### config.mk
export PLATFORM = sky130hd
export DESIGN_NAME = quadencoder_index_ctrl
export DESIGN_NICKNAME = d
export VERILOG_FILES = /design/src/rtl/quadencoder_index_ctrl.sv
export SDC_FILE = /design/constraint.sdc
export NUM_CORES = 1
export LEC_CHECK = 0
export ABC_AREA = 1
export CORE_MARGIN = 3
export CORE_UTILIZATION = 45
export DETAILED_ROUTE_END_ITERATION = 7
export PLACE_DENSITY = 0.7
export SETUP_SLACK_MARGIN = 0.02
export SLEW_MARGIN = 20
export SYNTH_ARGS = -nofsm -noshare
export SYNTH_HDL_FRONTEND = slang
export SYNTH_SLANG_ARGS = --single-unit
### constraint.sdc
create_clock -name i_clk -period 2.3 [get_ports i_clk]
set_clock_uncertainty 0.15 [all_clocks]
set_input_delay 0.46 -clock i_clk [delete_from_list [all_inputs] [get_ports i_clk]]
set_output_delay 0.46 -clock i_clk [all_outputs]
set_load 0.01 [all_outputs]
### src/rtl/quadencoder_index_ctrl.sv
// Index-pulse (Z) sequencer for a quadrature encoder counter.
// Sits between the counter's raw signed position and the host.
// It conditions the asynchronous index input, and it captures the position on an
// accepted index edge while armed. It can optionally re-zero the reported position
// (homing), and it flags an armed search that times out.
// Positions are two's-complement values carried in plain vectors; the offset
// subtraction wraps modulo 2^BITS.
module quadencoder_index_ctrl #(
   parameter int BITS           = 32,
   parameter int INDEX_FILTER   = 3,
   parameter int TIMEOUT_CYCLES = 0
) (
   input  logic            i_clk,
   input  logic            i_rst,
   input  logic [BITS-1:0] i_position_in,
   input  logic            i_index,
   input  logic            i_arm,
   input  logic            i_disarm,
   input  logic            i_zero_on_index,
   input  logic            i_latch_clear,
   output logic [BITS-1:0] o_position_out,
   output logic [BITS-1:0] o_latched,
   output logic            o_latched_valid,
   output logic            o_armed,
   output logic            o_timeout_err
);

   localparam logic [7:0]  FILT_MAX = 8'(INDEX_FILTER);
   localparam bit          TMO_EN   = (TIMEOUT_CYCLES != 0);
   localparam logic [31:0] TMO_LAST = TMO_EN ? 32'(TIMEOUT_CYCLES - 1) : 32'd0;

   typedef enum logic [1:0] {
      ST_IDLE  = 2'd0,
      ST_ARMED = 2'd1,
      ST_DONE  = 2'd2
   } state_t;

   state_t          r_state;
   logic            r_idx_meta;
   logic            r_idx_s;
   logic [7:0]      r_filt_cnt;
   logic            r_index_f_d;
   logic [31:0]     r_tmo_cnt;
   logic [BITS-1:0] r_offset;
   logic [BITS-1:0] r_position_out;
   logic [BITS-1:0] r_latched;
   logic            r_latched_valid;
   logic            r_armed;
   logic            r_timeout_err;

   logic            w_index_f;
   logic            w_index_edge;

   // Filtered index level and its rising edge; a level that is already high is never an edge.
   assign w_index_f    = (r_filt_cnt == FILT_MAX);
   assign w_index_edge = w_index_f & ~r_index_f_d;

   // Index conditioning: 2-flop synchronizer plus a saturating run-length filter, active in every state.
   always_ff @(posedge i_clk) begin
      if (i_rst) begin
         r_idx_meta  <= 1'b0;
         r_idx_s     <= 1'b0;
         r_filt_cnt  <= 8'd0;
         r_index_f_d <= 1'b0;
      end else begin
         r_idx_meta  <= i_index;
         r_idx_s     <= r_idx_meta;
         r_index_f_d <= w_index_f;
         if (r_idx_s) begin
            if (r_filt_cnt != FILT_MAX) begin
               r_filt_cnt <= r_filt_cnt + 8'd1;
            end
         end else begin
            r_filt_cnt <= 8'd0;
         end
      end
   end

   // Search FSM. Priority is disarm > accepted edge > timeout > arm. It also
   // owns the capture registers, the offset and the sticky timeout flag.
   always_ff @(posedge i_clk) begin
      if (i_rst) begin
         r_state         <= ST_IDLE;
         r_tmo_cnt       <= 32'd0;
         r_offset        <= '0;
         r_latched       <= '0;
         r_latched_valid <= 1'b0;
         r_armed         <= 1'b0;
         r_timeout_err   <= 1'b0;
      end else begin
         // A capture on this same edge overrides the clear further down.
         if (i_latch_clear) begin
            r_latched_valid <= 1'b0;
         end
         case (r_state)
            ST_ARMED: begin
               if (i_disarm) begin
                  r_state <= ST_IDLE;
                  r_armed <= 1'b0;
               end else if (w_index_edge) begin
                  r_state         <= ST_DONE;
                  r_armed         <= 1'b0;
                  r_latched       <= i_position_in;
                  r_latched_valid <= 1'b1;
                  if (i_zero_on_index) begin
                     r_offset <= i_position_in;
                  end
               end else if (TMO_EN && (r_tmo_cnt == TMO_LAST)) begin
                  r_state       <= ST_IDLE;
                  r_armed       <= 1'b0;
                  r_timeout_err <= 1'b1;
               end else if (i_arm) begin
                  r_tmo_cnt <= 32'd0;
               end else begin
                  r_tmo_cnt <= r_tmo_cnt + 32'd1;
               end
            end
            // IDLE and DONE both accept a new arm, which allows a re-arm one cycle after capture.
            default: begin
               if (i_arm && !i_disarm) begin
                  r_state       <= ST_ARMED;
                  r_armed       <= 1'b1;
                  r_timeout_err <= 1'b0;
                  r_tmo_cnt     <= 32'd0;
               end else begin
                  r_state <= ST_IDLE;
                  r_armed <= 1'b0;
               end
            end
         endcase
      end
   end

   // Reported position: raw count minus the homing offset, registered, wrapping.
   always_ff @(posedge i_clk) begin
      if (i_rst) begin
         r_position_out <= '0;
      end else begin
         r_position_out <= i_position_in - r_offset;
      end
   end

   assign o_position_out  = r_position_out;
   assign o_latched       = r_latched;
   assign o_latched_valid = r_latched_valid;
   assign o_armed         = r_armed;
   assign o_timeout_err   = r_timeout_err;

endmodule

==> run_summary.xml, run 1 <==
<?xml version="1.0" encoding="UTF-8"?>
<metrics>
  <group name="synth">
    <metric name="register_area_share_after_synthesis" unit="%">35.5</metric>
    <metric name="main_combinational_cell_family_by_area_after_synthesis" unit="">simple AND/OR/NAND/NOR gates</metric>
    <metric name="synth_nets" unit="">993</metric>
    <metric name="synth.ff_latch_count" unit="">110</metric>
    <metric name="post_synth_main_area_contributors" unit="">dfxtp_1, nand2_1, inv_1, ha_1, a21oi_1</metric>
    <metric name="synth-compound-area-share" unit="%">16.9</metric>
    <metric name="postSynth.asyncResetShare" unit="%">0</metric>
    <metric name="dominantRegCellSynth" unit="">dfxtp_1</metric>
    <metric name="number_of_synthesis_warnings" unit="">0</metric>
    <metric name="syn_inst" unit="">921</metric>
    <metric name="postSynthAreaPerCell" unit="µm²">6.74</metric>
    <metric name="synth_fa_ha_area_share" unit="%">6.77</metric>
    <metric name="synthesized_area_fraction_occupied_by_and_or_nand_nor_cells" unit="%">26.3</metric>
    <metric name="synthDominantAreaCellType" unit="">dfxtp_1</metric>
    <metric name="edff_count_synth" unit="">0</metric>
    <metric name="yosysUniqueCellTypes" unit="">32</metric>
    <metric name="yosys-mux-area-fraction" unit="%">0</metric>
    <metric name="mappedNetlistArea" unit="mm²">0.00621</metric>
    <metric name="synth-xor-area-share" unit="%">0.564</metric>
    <metric name="synth_top_area_share" unit="%">35.5</metric>
  </group>
  <group name="sta">
    <metric name="report.final.hold_viol_count" unit="">0</metric>
    <metric name="final.min_clock_period" unit="ns">2.18</metric>
    <metric name="rsz_0062_raised_after_global_routing" unit="">false</metric>
    <metric name="clock.fmax" unit="MHz">459</metric>
    <metric name="finalSetupViolCount" unit="">0</metric>
    <metric name="final_number_of_max_transition_violations" unit="">0</metric>
    <metric name="finalWorstSetupSlack" unit="ns">0.120</metric>
    <metric name="slew-limit-headroom" unit="%">57.9</metric>
    <metric name="post-route-period-util" unit="%">94.8</metric>
    <metric name="tightestPinTransition" unit="ns">0.631</metric>
  </group>
  <group name="die">
    <metric name="design.core.area" unit="mm²">0.0133</metric>
    <metric name="die_h" unit="µm">123</metric>
    <metric name="dieWidth" unit="µm">123</metric>
    <metric name="initial_core_util" unit="%">46.5</metric>
    <metric name="floorplan.rows" unit="">42</metric>
    <metric name="ios" unit="">106</metric>
    <metric name="die_outline_area" unit="mm²">0.0152</metric>
  </group>
  <group name="pwr">
    <metric name="power_frac_seq" unit="%">47.3</metric>
    <metric name="power.net_switching" unit="mW">1.14</metric>
    <metric name="worst_ir_drop_vdd" unit="µV">342</metric>
    <metric name="p_leak" unit="nW">3.82</metric>
    <metric name="sw_frac_of_total" unit="%">27.4</metric>
    <metric name="comb_power_share" unit="%">16.9</metric>
    <metric name="power.clock.fraction" unit="%">35.8</metric>
    <metric name="internal_power_summed_over_all_cells" unit="mW">3.02</metric>
    <metric name="cellPowerDensity" unit="mW/mm²">506</metric>
  </group>
  <group name="finish">
    <metric name="final_standard_cell_area_without_fillers" unit="mm²">0.00822</metric>
    <metric name="area.growth.synth_to_final" unit="%">32.4</metric>
    <metric name="antenna_cells_inserted" unit="">0</metric>
    <metric name="share_of_post_route_cells_with_drive_strength_above_1" unit="%">12.2</metric>
    <metric name="fin_nets" unit="">1143</metric>
    <metric name="register_area" unit="mm²">0.00220</metric>
    <metric name="multi_input_area" unit="mm²">0.00329</metric>
    <metric name="fillers" unit="">1297</metric>
  </group>
  <group name="grt">
    <metric name="antenna_found_initial" unit="">0</metric>
    <metric name="grt_start_max_net_pins" unit="">59</metric>
    <metric name="grt_pass1_wl" unit="µm">27000</metric>
    <metric name="grt_overflow" unit="">0</metric>
    <metric name="gr-usage-all-layers" unit="%">22.5</metric>
    <metric name="vias_in_the_first_global_route" unit="">5874</metric>
  </group>
  <group name="placement">
    <metric name="post_placement_setup_slack" unit="ns">-0.440</metric>
    <metric name="routabilityCongestion" unit="">0.910</metric>
    <metric name="place.detailed.hpwl" unit="µm">12600</metric>
    <metric name="port_buffers" unit="">104</metric>
    <metric name="place_area" unit="mm²">0.00780</metric>
  </group>
  <group name="routing">
    <metric name="via_per_inst" unit="">4.80</metric>
    <metric name="route.antenna.remaining_nets" unit="">0</metric>
    <metric name="drt_wirelength" unit="µm">16500</metric>
    <metric name="detail_route.iter0.violations" unit="">379</metric>
    <metric name="post-route-drc-count" unit="">0</metric>
    <metric name="vias" unit="">6003</metric>
    <metric name="detailedRoute.firstPassIterationCount" unit="">5</metric>
    <metric name="routedWlPerCell" unit="µm">13.1</metric>
  </group>
  <group name="worst_setup_path">
    <metric name="critPathArrivalTime" unit="ns">2.29</metric>
    <metric name="rr_worst_depth" unit="">11</metric>
    <metric name="critPathLaunchType" unit="">input pin</metric>
    <metric name="crit_required" unit="ns">2.41</metric>
    <metric name="path_max_fanout" unit="">4</metric>
    <metric name="worst-setup-path-type" unit="">input pin to flop</metric>
    <metric name="endpoint_kind" unit="">flop</metric>
  </group>
  <group name="worst_hold_path">
    <metric name="hold_depth" unit="">2</metric>
    <metric name="holdCritPathClass" unit="">flop to flop</metric>
  </group>
  <group name="outcome">
    <metric name="status" unit="">complete, no violations</metric>
  </group>
  <group name="cts">
    <metric name="numCtsBuffers" unit="">9</metric>
    <metric name="max-clock-path-buffers" unit="">2</metric>
    <metric name="cts.clk_slew.worst_paths" unit="ns">0.08</metric>
    <metric name="clock_latency" unit="ns">0.36</metric>
    <metric name="htree_num_levels" unit="">3</metric>
    <metric name="cts-root-buf" unit="">clkbuf_16</metric>
    <metric name="clock_sinks" unit="">110</metric>
    <metric name="cts_tree" unit="">yes</metric>
  </group>
  <group name="flow_run">
    <metric name="drv_cap" unit="">0</metric>
  </group>
</metrics>
[cells by family (layout without fill, tap and decap cells)]
family,Yosys count,after routing
AOI/OAI and AO/OA,161,161
adders and majority gates,33,33
other,1,1
buffers and inverters,214,368
xor gates and xnor gates,4,4
and+or+nand+nor,398,398
DFF,110,110
[layout make-up]
| cell class | count | share of cell area, % |
|---|---|---|
| inverter | 189 | 8.63 |
| tap | 176 | 2.68 |
| clock inverter | 5 | 0.533 |
| multi-input combinational | 597 | 40.0 |
| clock buffer | 10 | 2.79 |
| timing repair buffer | 164 | 18.6 |
| sequential | 110 | 26.8 |
[per-layer routing]
| layer | GRT usage (%) | vias up | routed length (µm) |
|---|---|---|---|
| met5 | 0 | - | 0 |
| met4 | 9.97 | 0 | 541 |
| met3 | 4.16 | 29 | 873 |
| met2 | 39.0 | 154 | 7720 |
| met1 | 27.1 | 2659 | 7320 |
| li1 | - | 3161 | - |
[worst max-delay path: stages]
cell and delay [ns]:
clkdlybuf4s50_1 0.43, ha_1 0.33, buf_4 0.16, a21oi_1 0.23, nand2_1 0.11, nand2_1 0.06
nand2_1 0.08, a21oi_1 0.21, nand3_1 0.11, nand2_1 0.07, nor2_1 0.04
[power groups by stage]
stage / Clock (mW) / Sequential, mW / Combinational (mW)
detailed placement: 0 / 2.01 / 0.676
CTS: 1.53 / 1.97 / 0.680
finish: 1.49 / 1.97 / 0.702
global route: 1.59 / 1.97 / 0.787
global placement: 0 / 2.01 / 0.671
floorplan: 0 / 2.03 / 0.332
[synthesized netlist by cell type, types with 5 or more instances]
cell type and count:
a211oi_1 5, nand2_1 234, buf_6 7, nor2_1 104
o21ai_0 27, nor3_1 10, buf_2 5, and2_1 8
a211oi_2 28, clkbuf_1 12, a21oi_1 78, o21bai_1 5
nand4_1 5, ha_1 32, o21ai_1 14, inv_1 186
dfxtp_1 110, nand3_1 30
[what timing repair did]
action	4_1_cts	5_1_grt
hold endpoints to repair	0	0
pin swaps	0	1
endpoints found under the setup margin	10	20
buffers inserted	0	0
resized for setup	2	20
hold buffers	0	0
[sequential cells by signal (all words and copies together) (netlist names)]
name	flops
r_index_f_d	1
r_state	2
o_position_out	32
o_latched_valid	1
r_offset	32
r_idx_s	1
r_idx_meta	1
o_latched	32
r_filt_cnt	8
[final timing paths]
path,start,endpoint,slack [ns]
worst max-delay path,i_position_in[26],o_position_out[31],0.12
worst min-delay path,r_idx_meta,r_idx_s,0.27
worst max register to register,r_offset[26],o_position_out[31],0.32
worst min register to register,r_idx_meta,r_idx_s,0.27
[cell usage in the layout (no fill, tap or decap), types with 8 or more instances in the layout]
cell type          n
nand3_1           28
clkdlybuf4s50_1  102
nand2_1          229
nor3_1             9
and2_1             8
ha_4               9
o21ai_1           14
clkbuf_16          9
a211oi_2          28
nor2_1           104
inv_1            185
dfxtp_1          110
buf_4             57
o21ai_0           27
ha_1              21
a21oi_1           78
[through the flow]
stage	power, mW	hold WS [ns]	instances	TNS [ns]	utilization [%]
after floorplan	2.36	0.238	921	0	-
after global placement	2.68	0.244	1236	-6.94	58.4
after detailed placement	2.69	0.248	1236	-7.39	58.4
after CTS	4.18	0.261	1251	0	60.5
after global routing	4.35	0.289	1251	0	61.6
final	4.16	0.267	1251	0	61.6
(Power assumes the default switching activity.)
==> run 2, diff against run 1 <==
Settings changed: CTS_CLUSTER_SIZE set to 12.
==> results of run 2 <==
Final layout, timing and power as in run 1 (identical DEF).
